===== src/rtl/mc_ctrl_pkg.sv =====
// Shared encodings for the multi-cycle MIPS controller: FSM states, opcodes,
// extender and ALU selects. Also used by the datapath muxes and the extender.
package mc_ctrl_pkg;

  typedef enum logic [2:0] {
    S_FETCH  = 3'd0,
    S_DECODE = 3'd1,
    S_EXEC   = 3'd2,
    S_MEM    = 3'd3,
    S_WB     = 3'd4,
    S_ERR    = 3'd5
  } state_e;

  typedef enum logic [3:0] {
    CLS_R     = 4'd0,
    CLS_ORI   = 4'd1,
    CLS_LUI   = 4'd2,
    CLS_ADDIU = 4'd3,
    CLS_LW    = 4'd4,
    CLS_SW    = 4'd5,
    CLS_BEQ   = 4'd6,
    CLS_J     = 4'd7,
    CLS_ILL   = 4'd8
  } cls_e;

  localparam logic [5:0] OP_RTYPE = 6'h00;
  localparam logic [5:0] OP_J     = 6'h02;
  localparam logic [5:0] OP_BEQ   = 6'h04;
  localparam logic [5:0] OP_ADDIU = 6'h09;
  localparam logic [5:0] OP_ORI   = 6'h0D;
  localparam logic [5:0] OP_LUI   = 6'h0F;
  localparam logic [5:0] OP_LW    = 6'h23;
  localparam logic [5:0] OP_SW    = 6'h2B;

  localparam logic [5:0] FN_ADDU  = 6'h21;
  localparam logic [5:0] FN_SUBU  = 6'h23;
  localparam logic [5:0] FN_SLT   = 6'h2A;

  localparam logic [1:0] EXT_ZERO = 2'b00;
  localparam logic [1:0] EXT_SIGN = 2'b01;
  localparam logic [1:0] EXT_LUI  = 2'b10;

  localparam logic [2:0] ALU_ADD  = 3'b000;
  localparam logic [2:0] ALU_SUB  = 3'b001;
  localparam logic [2:0] ALU_OR   = 3'b010;
  localparam logic [2:0] ALU_SLT  = 3'b011;

  localparam logic [1:0] NPC_SEQ  = 2'b00;
  localparam logic [1:0] NPC_BR   = 2'b01;
  localparam logic [1:0] NPC_JMP  = 2'b10;

  function automatic logic cls_uses_mem(input cls_e c);
    return (c == CLS_LW) || (c == CLS_SW);
  endfunction

endpackage


===== src/rtl/mc_ctrl_decode.sv =====
// Combinational instruction classifier: op/funct -> class, extender mode,
// ALU operation, B-operand select and illegal flag.
module mc_ctrl_decode
  import mc_ctrl_pkg::*;
(
  input  logic [5:0] op_i,
  input  logic [5:0] funct_i,
  output logic [3:0] cls_o,
  output logic [1:0] ext_op_o,
  output logic [2:0] alu_ctrl_o,
  output logic       alu_src_b_o,
  output logic       illegal_o
);

  always_comb begin
    cls_o       = CLS_ILL;
    ext_op_o    = EXT_ZERO;
    alu_ctrl_o  = ALU_ADD;
    alu_src_b_o = 1'b0;
    illegal_o   = 1'b1;
    case (op_i)
      OP_RTYPE: begin
        case (funct_i)
          FN_ADDU: begin
            cls_o      = CLS_R;
            alu_ctrl_o = ALU_ADD;
            illegal_o  = 1'b0;
          end
          FN_SUBU: begin
            cls_o      = CLS_R;
            alu_ctrl_o = ALU_SUB;
            illegal_o  = 1'b0;
          end
          FN_SLT: begin
            cls_o      = CLS_R;
            alu_ctrl_o = ALU_SLT;
            illegal_o  = 1'b0;
          end
          default: ;
        endcase
      end
      OP_ORI: begin
        cls_o       = CLS_ORI;
        ext_op_o    = EXT_ZERO;
        alu_ctrl_o  = ALU_OR;
        alu_src_b_o = 1'b1;
        illegal_o   = 1'b0;
      end
      OP_LUI: begin
        cls_o       = CLS_LUI;
        ext_op_o    = EXT_LUI;
        alu_ctrl_o  = ALU_ADD;
        alu_src_b_o = 1'b1;
        illegal_o   = 1'b0;
      end
      OP_ADDIU: begin
        cls_o       = CLS_ADDIU;
        ext_op_o    = EXT_SIGN;
        alu_src_b_o = 1'b1;
        illegal_o   = 1'b0;
      end
      OP_LW: begin
        cls_o       = CLS_LW;
        ext_op_o    = EXT_SIGN;
        alu_src_b_o = 1'b1;
        illegal_o   = 1'b0;
      end
      OP_SW: begin
        cls_o       = CLS_SW;
        ext_op_o    = EXT_SIGN;
        alu_src_b_o = 1'b1;
        illegal_o   = 1'b0;
      end
      // beq compares two registers; the sign-extended offset feeds the branch target
      OP_BEQ: begin
        cls_o      = CLS_BEQ;
        ext_op_o   = EXT_SIGN;
        alu_ctrl_o = ALU_SUB;
        illegal_o  = 1'b0;
      end
      OP_J: begin
        cls_o     = CLS_J;
        illegal_o = 1'b0;
      end
      default: ;
    endcase
  end

endmodule


===== src/rtl/mc_ctrl_fsm.sv =====
// Multi-cycle MIPS control unit: FETCH/DECODE/EXEC/MEM/WB sequencing, datapath
// enables and selects, shared memory port request, retired-instruction count.
module mc_ctrl_fsm
  import mc_ctrl_pkg::*;
#(
  parameter int CNT_W = 32
) (
  input  logic             clk,
  input  logic             rst_n,
  input  logic [5:0]       op,
  input  logic [5:0]       funct,
  input  logic             alu_zero,
  input  logic             mem_ready,
  output logic             mem_req,
  output logic             mem_we,
  output logic             pc_wr,
  output logic [1:0]       npc_sel,
  output logic             ir_wr,
  output logic             reg_wr,
  output logic             reg_dst,
  output logic             mem_to_reg,
  output logic [1:0]       ext_op,
  output logic             alu_src_b,
  output logic [2:0]       alu_ctrl,
  output logic             err,
  output logic [CNT_W-1:0] instr_cnt,
  output logic [2:0]       dbg_state
);

  // Memory handshake: mem_req stays high with mem_we stable until the cycle
  // in which mem_ready is sampled high; that cycle completes the access.

  state_e           state_q;
  logic             active_q;
  logic [CNT_W-1:0] cnt_q;
  logic             retire;

  logic [3:0] dec_cls_raw;
  cls_e       dec_cls;
  logic [1:0] dec_ext;
  logic [2:0] dec_alu;
  logic       dec_src_b;
  logic       dec_illegal;

  mc_ctrl_decode u_decode (
    .op_i        (op),
    .funct_i     (funct),
    .cls_o       (dec_cls_raw),
    .ext_op_o    (dec_ext),
    .alu_ctrl_o  (dec_alu),
    .alu_src_b_o (dec_src_b),
    .illegal_o   (dec_illegal)
  );

  assign dec_cls = cls_e'(dec_cls_raw);

  // active_q keeps everything quiet until the first clock after reset release
  always_ff @(posedge clk or negedge rst_n) begin
    if (!rst_n) begin
      state_q  <= S_FETCH;
      active_q <= 1'b0;
      cnt_q    <= '0;
    end else begin
      active_q <= 1'b1;
      if (retire) cnt_q <= cnt_q + CNT_W'(1);
      if (active_q) begin
        case (state_q)
          S_FETCH:  if (mem_ready) state_q <= S_DECODE;
          S_DECODE: begin
            if (dec_illegal)           state_q <= S_ERR;
            else if (dec_cls == CLS_J) state_q <= S_FETCH;
            else                       state_q <= S_EXEC;
          end
          S_EXEC: begin
            if (dec_cls == CLS_BEQ)        state_q <= S_FETCH;
            else if (cls_uses_mem(dec_cls)) state_q <= S_MEM;
            else                           state_q <= S_WB;
          end
          S_MEM: begin
            if (mem_ready) state_q <= (dec_cls == CLS_SW) ? S_FETCH : S_WB;
          end
          S_WB:  state_q <= S_FETCH;
          S_ERR: state_q <= S_ERR;
          default: state_q <= S_FETCH;
        endcase
      end
    end
  end

  always_comb begin
    mem_req    = 1'b0;
    mem_we     = 1'b0;
    pc_wr      = 1'b0;
    npc_sel    = NPC_SEQ;
    ir_wr      = 1'b0;
    reg_wr     = 1'b0;
    reg_dst    = 1'b0;
    mem_to_reg = 1'b0;
    ext_op     = EXT_ZERO;
    alu_src_b  = 1'b0;
    alu_ctrl   = ALU_ADD;
    err        = 1'b0;
    retire     = 1'b0;
    if (active_q) begin
      case (state_q)
        S_FETCH: begin
          mem_req = 1'b1;
          ir_wr   = mem_ready;
          pc_wr   = mem_ready;
        end
        S_DECODE: begin
          if (!dec_illegal && dec_cls == CLS_J) begin
            pc_wr   = 1'b1;
            npc_sel = NPC_JMP;
            retire  = 1'b1;
          end
        end
        S_EXEC: begin
          ext_op    = dec_ext;
          alu_src_b = dec_src_b;
          alu_ctrl  = dec_alu;
          if (dec_cls == CLS_BEQ) begin
            pc_wr   = alu_zero;
            npc_sel = NPC_BR;
            retire  = 1'b1;
          end
        end
        S_MEM: begin
          ext_op    = dec_ext;
          alu_src_b = dec_src_b;
          alu_ctrl  = dec_alu;
          mem_req   = 1'b1;
          mem_we    = (dec_cls == CLS_SW);
          retire    = (dec_cls == CLS_SW) && mem_ready;
        end
        S_WB: begin
          ext_op     = dec_ext;
          alu_src_b  = dec_src_b;
          alu_ctrl   = dec_alu;
          reg_wr     = 1'b1;
          reg_dst    = (dec_cls == CLS_R);
          mem_to_reg = (dec_cls == CLS_LW);
          retire     = 1'b1;
        end
        S_ERR: err = 1'b1;
        default: ;
      endcase
    end
  end

  assign instr_cnt = cnt_q;
  assign dbg_state = state_q;

endmodule


===== config.mk =====
export PLATFORM = sky130hd
export DESIGN_NAME = mc_ctrl_fsm
export DESIGN_NICKNAME = d
export VERILOG_FILES = /design/src/rtl/mc_ctrl_pkg.sv /design/src/rtl/mc_ctrl_decode.sv /design/src/rtl/mc_ctrl_fsm.sv
export SDC_FILE = /design/constraint.sdc
export NUM_CORES = 1
export LEC_CHECK = 0
export CORE_MARGIN = 2
export CORE_UTILIZATION = 48
export CTS_CLUSTER_DIAMETER = 50
export DETAILED_ROUTE_END_ITERATION = 10
export PLACE_DENSITY = 0.81
export RECOVER_POWER = 100
export REMOVE_ABC_BUFFERS = 1
export SYNTH_ARGS = -nofsm -noshare
export SYNTH_HDL_FRONTEND = slang
export SYNTH_SLANG_ARGS = --single-unit

===== constraint.sdc =====
create_clock -name clk -period 2.2 [get_ports clk]
set_input_delay 0.44 -clock clk [delete_from_list [all_inputs] [get_ports clk]]
set_output_delay 0.44 -clock clk [all_outputs]
set_load 0.05 [all_outputs]

Word-level counts from Yosys, hierarchy flattened
Index checks and enable logic that the tools add are counted.
- flip-flop bits (word level): 36
- output and inout port bits: 51
- add/sub/neg operators: 1
- equal/unequal tests: 21
- multiplexer cells: 47
- reductions and logical operators: 14
- operators by type and width (kind ; count):
    32-bit by 1-bit adder with 32-bit output, second input constant ; 1
    4-bit case mux with 8 select lines ; 1
    6-bit == test, second input constant ; 5
    1-bit 2-to-1 mux ; 24
    3-bit 2-to-1 mux ; 8
    6-bit by 4-bit == test with 1-bit output, second input constant ; 3
    4-bit by 3-bit == test with 1-bit output, second input constant ; 4
    3-bit case mux with 5 select lines ; 1
    2-bit case mux with 2 select lines ; 3
    2-bit 2-to-1 mux ; 5
    3-bit case mux with 3 select lines ; 1
    7-bit OR reduction ; 1
    3-bit by 2-bit == test with 1-bit output, second input constant ; 2
    3-bit == test, second input constant ; 2
    6-bit by 2-bit == test with 1-bit output, second input constant ; 1
    6-bit by 3-bit == test with 1-bit output, second input constant ; 1
    6-bit zero test ; 1
    3-bit OR reduction ; 2
    5-bit OR reduction ; 1
    4-bit zero test ; 1
    4-bit 2-to-1 mux ; 1
    2-bit != test, second input constant ; 2
    1-bit case mux with 4 select lines ; 1
    4-bit OR reduction ; 1
    9 further kinds ; 10

Longest topological paths before layout
- depth in word-level cells: 9
- depth in mapped cells: 8
- gate-level depth less buffers: 6

By module
Synthesis repeated with hierarchy kept, for this count alone.
- cells, all modules: 260
- area, all modules: 2392.3 µm²
- modules (own cells, without submodules) (module ; instances ; cells an instance ; area each (µm²) ; seq. area each (µm²)):
    mc_ctrl_fsm ; 1 ; 208 ; 2057.0 ; 900.9
    mc_ctrl_decode ; 1 ; 52 ; 335.3 ; 0.0

Worst setup path before layout
Ideal clock, no wire load.
- path type: input -> output
- start: in op[3]
- end: out npc_sel[1]
- data arrival time: 2.552 ns
- data required time: 1.760 ns
- setup slack: -0.792 ns
- cell stages on the path: 4
- path buffers: 1
- cells stage by stage: buf_2 -> nor3_1 -> nand3_1 -> nor4bb_1
- longest elaborated chain between the ends: 8
- elaborated cells on any way between the ends: 17
- classes of those cells: 8 x eq/ne; 5 x mux; 4 x reduce/logical
- RTL lines (item ; RTL line ; RTL):
    start, declared ; mc_ctrl_fsm.sv:10 ; input logic [5:0] op,
    6-bit by 4-bit == test with 1-bit output, or another cell as far along ; mc_ctrl_decode.sv:21 ; case (op_i)
    7-bit OR reduction (no line) ; n/a ;
    1-bit case mux with 2 select lines ; mc_ctrl_decode.sv:21 ;
    1-bit zero test ; mc_ctrl_fsm.sv:112 ; if (!dec_illegal && dec_cls == CLS_J) begin
    1-bit logical AND (*) ; mc_ctrl_fsm.sv:112 ;
    2-bit 2-to-1 mux (*) ; mc_ctrl_fsm.sv:112 ;
    2-bit case mux with 2 select lines (*) ; mc_ctrl_fsm.sv:105 ; case (state_q)
    2-bit 2-to-1 mux (*) ; mc_ctrl_fsm.sv:104 ; if (active_q) begin
    end, declared ; mc_ctrl_fsm.sv:17 ; output logic [1:0] npc_sel,
Every way passes the cells marked *; elsewhere a longest branch is shown, timed or not.

Final worst setup path
- start: in mem_ready
- end: out pc_wr
- longest elaborated chain between the ends: 2
- RTL lines (item ; RTL line ; RTL):
    start, declared ; mc_ctrl_fsm.sv:13 ; input logic mem_ready,
    1-bit case mux with 3 select lines ; mc_ctrl_fsm.sv:105 ;
    1-bit 2-to-1 mux ; mc_ctrl_fsm.sv:104 ;
    end, declared ; mc_ctrl_fsm.sv:16 ; output logic pc_wr,
Every way passes these cells.

==> metrics.md <==
| Metric | Value |
|---|---|
| Post-synth ARST share | 100% |
| Total CTS buffers | 5 |
| Vias/cell | 5.46 |
| First-pass GRT wire length | 9.49 mm |
| Min Tclk post-route | 2.19 ns |
| Diodes inserted | 0 |
| Leak | 1.63 nW |
| ANT nets after route | 0 |
| Hold Crit Class | flip-flop to flip-flop |
| Die Ht | 72.8 um |
| Congestion Overflow GR | 0 |
| Critical path capture point type | output pin |
| Final #Nets | 365 |
| Synth warn | 0 |
| FP Rows | 25 |
| Initial Util | 49.1% |
| Sequential area share after synthesis | 39.6% |
| Worst Path Max Fanout | 4 |
| Slew Viols, Final | 0 |
| P&R area growth vs syn | 56.6% |
| Largest stage delay, worst path | 0.48 ns |
| Die ar. | 5300 um2 |
| Non-filler cells, final | 403 |
| CTS root buffer | clkbuf_8 |
| Die width | 72.8 um |
| Peak VDD IR | 0.420 mV |
| Tightest Pin Transition | 0.864 ns |
| Post-layout util | 76.9% |
| # placed instances | 394 |
| Most used DFF post-synth | dfrtp_1 |
| Worst Reg2Reg Path Length in Cells | 6 |
| Via count | 2200 |
| RSZ-0062 raised after global routing | yes |
| Max cap viols | 0 |
| Status | complete, no violations |
| Fillers | 295 |
| Setup violations, final | 0 |
| Clock sink count | 36 |
| WL/cell | 15.2 um |
| Number of global-route vias before repair | 2097 |
| Slew margin rel. | 42.4% |
| RePlAce Congestion | 0.882 |
| Syn Std Cell Area | 2270 um2 |
| Nature of the critical path startpoint | input pin |
| DP Wirelength | 4.58 mm |
| H-tree levels | 2 |
| Post-Route WL | 6.15 mm |
| CTS tree | done |
| Max clock buf depth | 2 |
| Synth cell types | 48 |
| Worst path cell trace | clkdlybuf4s50_1, clkinv_1, buf_4, nor2_2, o21bai_1, a21oi_2, buf_12 |
| CP Data Required Time | 1.76 ns |
| Post-Syn Instances | 240 |
| Synth Register Bits | 36 |
| Drt first pass iters | 4 |
| Core outline area | 4630 um2 |
| DRC | 0 |
| Worst Hold Depth | 1 |
| Max Freq | 0.457 GHz |
| Number of I/O pins | 67 |
| P per Cell Area | 416 nW/um2 |
| Clock-pin slew on the worst setup and hold paths | 0.07 ns |
| Initial antenna violation count | 0 |
| Gr usage total | 22.7% |
| Syn_area_per_cell | 9.47 um2 |
| Post-synth EDFFs | 0 |
| IO buf count | 65 |
| Largest net degree at the start of global routing | 37 |
| Worst-Skew Late Latency | 0.29 ns |
| Slowest CP cell | clkdlybuf4s50_1 |
| First DRT Iteration DRCs | 86 |
| Worst Skew | 0.00581 ns |
| Fraction of layout cells with a size suffix above 1 | 32.7% |
| Critical path arrival | 1.75 ns |
| Final Hold Viols | 0 |
| Tcrit/Tclk final | 99.4% |
| Crit Path Class | input pin to output pin |
-- critical path: cells and delay by family --
family	cells	cell delay [ns]
compound gates	2	0.29
simple gates	1	0.12
buf+inv	4	0.89
-- final timing paths --
check | endpoint | slack, ns | start
worst max-delay path | pc_wr | 0.01 | mem_ready
worst max register to register | instr_cnt[29] | 0.16 | instr_cnt[15]
max in group asynchronous | dbg_state[0] | 0.82 | rst_n
worst min register to register | instr_cnt[31] | 0.48 | instr_cnt[31]
worst min-delay path | instr_cnt[31] | 0.48 | instr_cnt[31]
min in group asynchronous | instr_cnt[11] | 0.79 | rst_n
-- routing by layer --
| layer | wire [um] | global-route usage (%) | share of wire, % |
|---|---|---|---|
| met4 | 55 | 5.97 | 0.90 |
| met3 | 301 | 4.70 | 4.9 |
| met1 | 2590 | 29.3 | 42 |
| met5 | 0 | 0 | 0 |
| met2 | 3200 | 39.0 | 52 |
-- power breakdown --
group / internal, W / total [W] / leakage (nW) / switching (W)
Clock: 0.000220 / 0.000463 / 0.0479 / 0.000243
Combinational: 0.000121 / 0.000309 / 1.10 / 0.000188
Sequential: 0.000682 / 0.000709 / 0.482 / 0.0000269
-- layout make-up --
class                      instances  area (um2)  share of cell area (%)
sequential                        36         903                    25.4
inverter                           5        18.8                   0.527
clock inverter                     3        18.8                   0.527
multi-input combinational        188        1360                    38.3
clock buffer                       5        68.8                    1.93
tap                               54        67.6                    1.90
timing repair buffer             112        1120                    31.4
-- placed cells by master, fill, tap and decap left out, drive strengths merged, types with 2 or more instances in the layout --
cell type / count
buf: 66
dfrtp: 36
dlygate4sd3: 28
nand2: 23
xnor2: 23
nor2: 17
nand3: 16
and3: 11
nor3: 11
nand4: 10
clkdlybuf4s50: 10
a21oi: 10
clkbuf: 10
xor2: 9
nor4: 8
nand2b: 7
nor2b: 6
o21ai: 6
inv: 4
clkinv: 4
nor4b: 3
dlymetal6s2s: 3
and2: 3
conb: 2
nor3b: 2
or3: 2
a31o: 2
-- per-stage QoR --
step	setup TNS (ns)	cell area [um2]	setup slack, ns	total power (W)	hold WS [ns]
final	0	3560	0.0140	0.00148	0.477
after global routing	-0.0691	3560	-0.0277	0.00154	0.496
after CTS	-0.0145	3530	-0.0145	0.00150	0.487
after detailed placement	-13.36	3420	-0.404	0.00104	0.460
after global placement	-12.84	3420	-0.385	0.00104	0.460
after floorplan	-6.92	2200	-0.839	0.000875	0.144
-- synth_stat cells, types with 2 or more instances --
master    instances  area [um2]
dfrtp_1          36         901
nand2_1          23        86.3
xnor2_1          23         201
nor2_1           17        63.8
nand3_1          16        80.1
and3_1           11        68.8
nor3_1           11        55.1
nand4_1          10        62.6
a21oi_1           9        45.0
xor2_1            9        78.8
nand2b_1          7        43.8
nor2b_1           6        37.5
nor4_2            5        62.6
clkbuf_1          4        15.0
inv_1             4        15.0
o21ai_0           4        20.0
and2_1            3        18.8
buf_6             3        33.8
nor4b_2           3        45.0
buf_2             2        10.0
buf_4             2        15.0
conb_1            2        7.51
nor3b_1           2        15.0
nor4_1            2        12.5
o21ai_1           2        10.0
or3_1             2        12.5
-- sequential cells by signal (all words and copies together) (netlist names) --
register and flops:
dbg_state 3, instr_cnt 32, active_q 1
-- cells by family after synthesis --
logic type | count (synthesis) | share of synthesized area, %
compound gates | 28 | 10.2
xor+xnor | 32 | 12.3
fa+ha+maj | 1 | 0.551
buf+inv | 16 | 4.07
flops | 36 | 39.6
mux | 2 | 0.936
other cells | 2 | 0.331
simple gates | 123 | 31.9
-- what timing repair did --
item / 4_1_cts / 5_1_grt
endpoints found under the setup margin: 35 / 14
hold buffers: 0 / 0
setup buffers: 0 / 1
gates resized for setup: 19 / 30
pin swaps: 4 / 9
(Power assumes the default switching activity.)
==> edit 1 (config.mk and constraints unchanged) <==
Register the output `err`, with the module's reset; this adds one clock of latency there. The other outputs are not delayed to match.
--- a/src/rtl/mc_ctrl_fsm.sv
+++ b/src/rtl/mc_ctrl_fsm.sv
@@ -26,6 +26,8 @@
   output logic [CNT_W-1:0] instr_cnt,
   output logic [2:0]       dbg_state
 );
+
+  logic err_d;
 
   // Memory handshake: mem_req stays high with mem_we stable until the cycle
   // in which mem_ready is sampled high; that cycle completes the access.
@@ -99,7 +101,7 @@
     ext_op     = EXT_ZERO;
     alu_src_b  = 1'b0;
     alu_ctrl   = ALU_ADD;
-    err        = 1'b0;
+    err_d      = 1'b0;
     retire     = 1'b0;
     if (active_q) begin
       case (state_q)
@@ -142,7 +144,7 @@
           mem_to_reg = (dec_cls == CLS_LW);
           retire     = 1'b1;
         end
-        S_ERR: err = 1'b1;
+        S_ERR: err_d = 1'b1;
         default: ;
       endcase
     end
@@ -151,5 +153,13 @@
   assign instr_cnt = cnt_q;
   assign dbg_state = state_q;
 
+  always_ff @(posedge clk or negedge rst_n) begin
+    if (!rst_n) begin
+      err <= '0;
+    end else begin
+      err <= err_d;
+    end
+  end
+
 endmodule
 
Behaviour: not the same (a bounded check fails within 4 cycles, from zero or initial values and one cycle with rst_n low).
==> edit 1 against the original RTL <==
- largest power group unchanged
- routed wire length up 96%
- synthesized area up 7.7%
- critical endpoint unchanged
- largest cell class unchanged
- design area increased by 25%
- the flow now finishes with violations (negative setup slack)
- total power up 22%
- count of clock-buffer cells in the layout up 2
- register-to-register slack worse by 0.24 ns
- sequential cell count is 1 higher
- global-route usage up 12 points
- clock skew increased by 0.0026 ns
- worst setup slack worse by 0.21 ns
==> edit 1: results <==
{
  "num-fill-cells": 172,
  "drive_gt1_share_pct": 39.9,
  "status": "finished, violations left",
  "ff2ff_setup_slack_ns": -0.08,
  "multi_input_area_sq_um": 1950,
  "sh_seq_area_pct": 20.8,
  "post-place-ws_ns": -0.745,
  "grt_pass1_wl_mm": 14.8,
  "ctsResizeCount": 85,
  "drtIter0Drc": 403,
  "buffers_excl_clock": 128,
  "worstMarginPinSlew_ns": 0.921,
  "gp_congestion": 0.895,
  "syn_to_final_growth_pct": 82.2,
  "fin_nets": 399,
  "reg2reg_to": "instr_cnt[19]",
  "grt_pass1_vias": 2929,
  "ys_ff_latch": 37,
  "violations": "negative setup slack",
  "synth_seq_area_share_pct": 37.9,
  "critical_path.top_delay_family": "simple AND/OR/NAND/NOR gates",
  "grt_use_total_pct": 35.0,
  "dp_cells": 420,
  "post-cts-setup-buffers": 10,
  "setup_violations": 32,
  "syn_inst": 258,
  "inverters": 6,
  "layout_setup_ws_ns": -0.198,
  "dieArea_sq_um": 5680,
  "hpwl_mm": 5.03,
  "fin_skew_ns": 0.00841,
  "cp_max_fo": 3,
  "vdd_ir_drop_max_mv": 0.441,
  "fin_setup_tns_ns": -2.56
}
edit 1: changes by cell type after synthesis, moves of 3 or more:
cell	unedited run	this run
a2111oi_1	1	5
a2111oi_2	0	7
a211oi_1	1	6
a21oi_1	9	12
and3_1	11	3
clkbuf_1	4	7
nand2_1	23	26
nor2_1	17	8
nor4_1	2	5
nor4_2	5	0
nor4b_2	3	0
o21ai_0	4	10
xnor2_1	23	8
xor2_1	9	24
edit 1: worst max-delay path by stage:
| stage | startpoint | to | slack [ns] |
|---|---|---|---|
| after floorplan | dbg_state[0] | ext_op[1] | -1.38 |
| after global placement | op[0] | alu_ctrl[0] | -0.67 |
| after detailed placement | op[0] | instr_cnt[28] | -0.75 |
| after CTS | op[3] | alu_ctrl[1] | -0.20 |
| after global routing | mem_ready | instr_cnt[19] | -0.28 |
| final | op[3] | pc_wr | -0.20 |
edit 1: cell families (layout without fill, tap and decap cells):
group / Yosys count / count (layout) / synth area share, %
AO/OA/AOI/OAI: 53 / 56 / 19.0
XOR/XNOR: 32 / 32 / 11.5
adder cells (fa/ha/maj): 1 / 1 / 0.511
buffers and inverters: 20 / 142 / 4.30
flip-flops: 37 / 37 / 37.9
multiplexers: 2 / 2 / 0.870
other: 2 / 2 / 0.307
AND/OR/NAND/NOR: 111 / 111 / 25.7
edit 1: layer usage:
| layer | part of all wire, % | wire (um) | GRT usage, % |
|---|---|---|---|
| met2 | 49 | 5890 | 60.3 |
| met4 | 7.5 | 903 | 23.8 |
| met5 | 0 | 0 | 0 |
| met3 | 9.1 | 1100 | 6.88 |
| met1 | 34 | 4160 | 39.0 |
edit 1: power by group:
part           total (mW)  leakage, nW  internal (mW)  switching (mW)
Combinational       0.414         1.21          0.152           0.262
Clock               0.627       0.0585          0.370           0.257
Sequential          0.767        0.492          0.706          0.0609
==> edit 2 (same settings) <==
Without the edit above. Change the parameter `CNT_W` from 32 to 48.
--- a/src/rtl/mc_ctrl_fsm.sv
+++ b/src/rtl/mc_ctrl_fsm.sv
@@ -3,7 +3,7 @@
 module mc_ctrl_fsm
   import mc_ctrl_pkg::*;
 #(
-  parameter int CNT_W = 32
+  parameter int CNT_W = 48
 ) (
   input  logic             clk,
   input  logic             rst_n,
Ports: changed (resized instr_cnt); port bits go from 67 to 83. The function was not compared with the original's and may differ.
==> edit 2 against the original RTL <==
- the flow now finishes with violations (negative setup slack)
- worst setup slack got worse by 0.37 ns
- first-iteration DRC count increased to 4.4 times the old value
- global-route usage increased by 3.9 points
- non-clock buffer count increased by 58
- design area increased by 50%
- via count increased by 66%
- sequential cell count increased by 16
- sequential share of layout area decreased by 1.0 points
- total power increased by 51%
- hold slack got worse by 0.0068 ns
- die area increased by 30%
- routed wire length increased by 120%
- combinational power increased by 100%
- synthesized area increased by 32%
- critical path type is now register to register
- critical endpoint is now instr_cnt[28]
- largest cell class unchanged
==> edit 2: results <==
{
  "synth.area.top_cells": "dfrtp_1, xnor2_1, xor2_1",
  "drt-met1-wl_mm": 4.48,
  "path_clk_slew_ns": 0.11,
  "post_dp_cell_area_sq_um": 4350,
  "post-place-ws_ns": -0.676,
  "switching_share_pct": 34.3,
  "p_comb_share_pct": 28.1,
  "vdd_ir_drop_max_mv": 0.658,
  "num-fill-cells": 247,
  "gr-usage-met1_pct": 32.7,
  "met2_usage_pct": 45.8,
  "worstSetupEndpoint": "instr_cnt[28]",
  "violations": "negative setup slack",
  "synth_common_cells": "dfrtp_1, xnor2_1, nand2_1",
  "slew_headroom_pct": 13.4,
  "whs_ns": 0.470,
  "wl_met3_mm": 1.20,
  "grt_use_total_pct": 26.7,
  "worstPathArrival_ns": 2.78,
  "multi_input_area_sq_um": 2110,
  "hpwl_mm": 6.06,
  "setup_violations": 44,
  "p_per_area_nw_per_um2": 419,
  "totalWireLength_mm": 13.3,
  "area_share_nonclk_buffers_pct": 32.4,
  "clock-sinks": 52,
  "fp.coreArea_sq_um": 5990,
  "wl_met2_mm": 6.70,
  "r2r_cells": 10,
  "p_leak_nw": 2.30,
  "crit_start": "dbg_state[2]",
  "inverters": 4,
  "clkbuf_count": 6,
  "cp_slowest_cell": "dfrtp_2",
  "grt_pass1_vias": 3220,
  "portBuffers": 81,
  "finalPower_mw": 2.24,
  "fin_setup_tns_ns": -6.30,
  "status": "finished, violations left",
  "use_met3_pct": 5.17,
  "layout_setup_ws_ns": -0.358,
  "hp-class": "primary input to asynchronous set/reset pin",
  "grt_max_degree": 53
}
-- edit 2: changes by cell type in the layout (fill, tap and decap cells not counted), sizes merged, moves of 10 or more --
| cell | before | now |
|---|---|---|
| clkdlybuf4s50 | 10 | 56 |
| buf | 66 | 109 |
| dlygate4sd3 | 28 | 0 |
| dfrtp | 36 | 52 |
| xor2 | 9 | 22 |
| o2111ai | 1 | 11 |
-- edit 2: logic make-up (layout without fill, tap and decap cells) --
group           Yosys count  count (layout)  share of synthesized area (%)
buf+inv                  22             182                           3.20
other cells               2               2                          0.250
flops                    52              52                           43.3
xor+xnor                 49              49                           14.3
simple gates            140             140                           27.0
mux                       1               1                          0.375
compound gates           46              46                           11.2
fa+ha+maj                 1               1                          0.416
-- edit 2: what timing repair did --
item                                    in CTS  in global routing
pin swaps                                   18                 43
gates resized for setup                     65                 85
buffers inserted                            21                 16
endpoints found under the setup margin      57                 60
cloned                                       1                  3
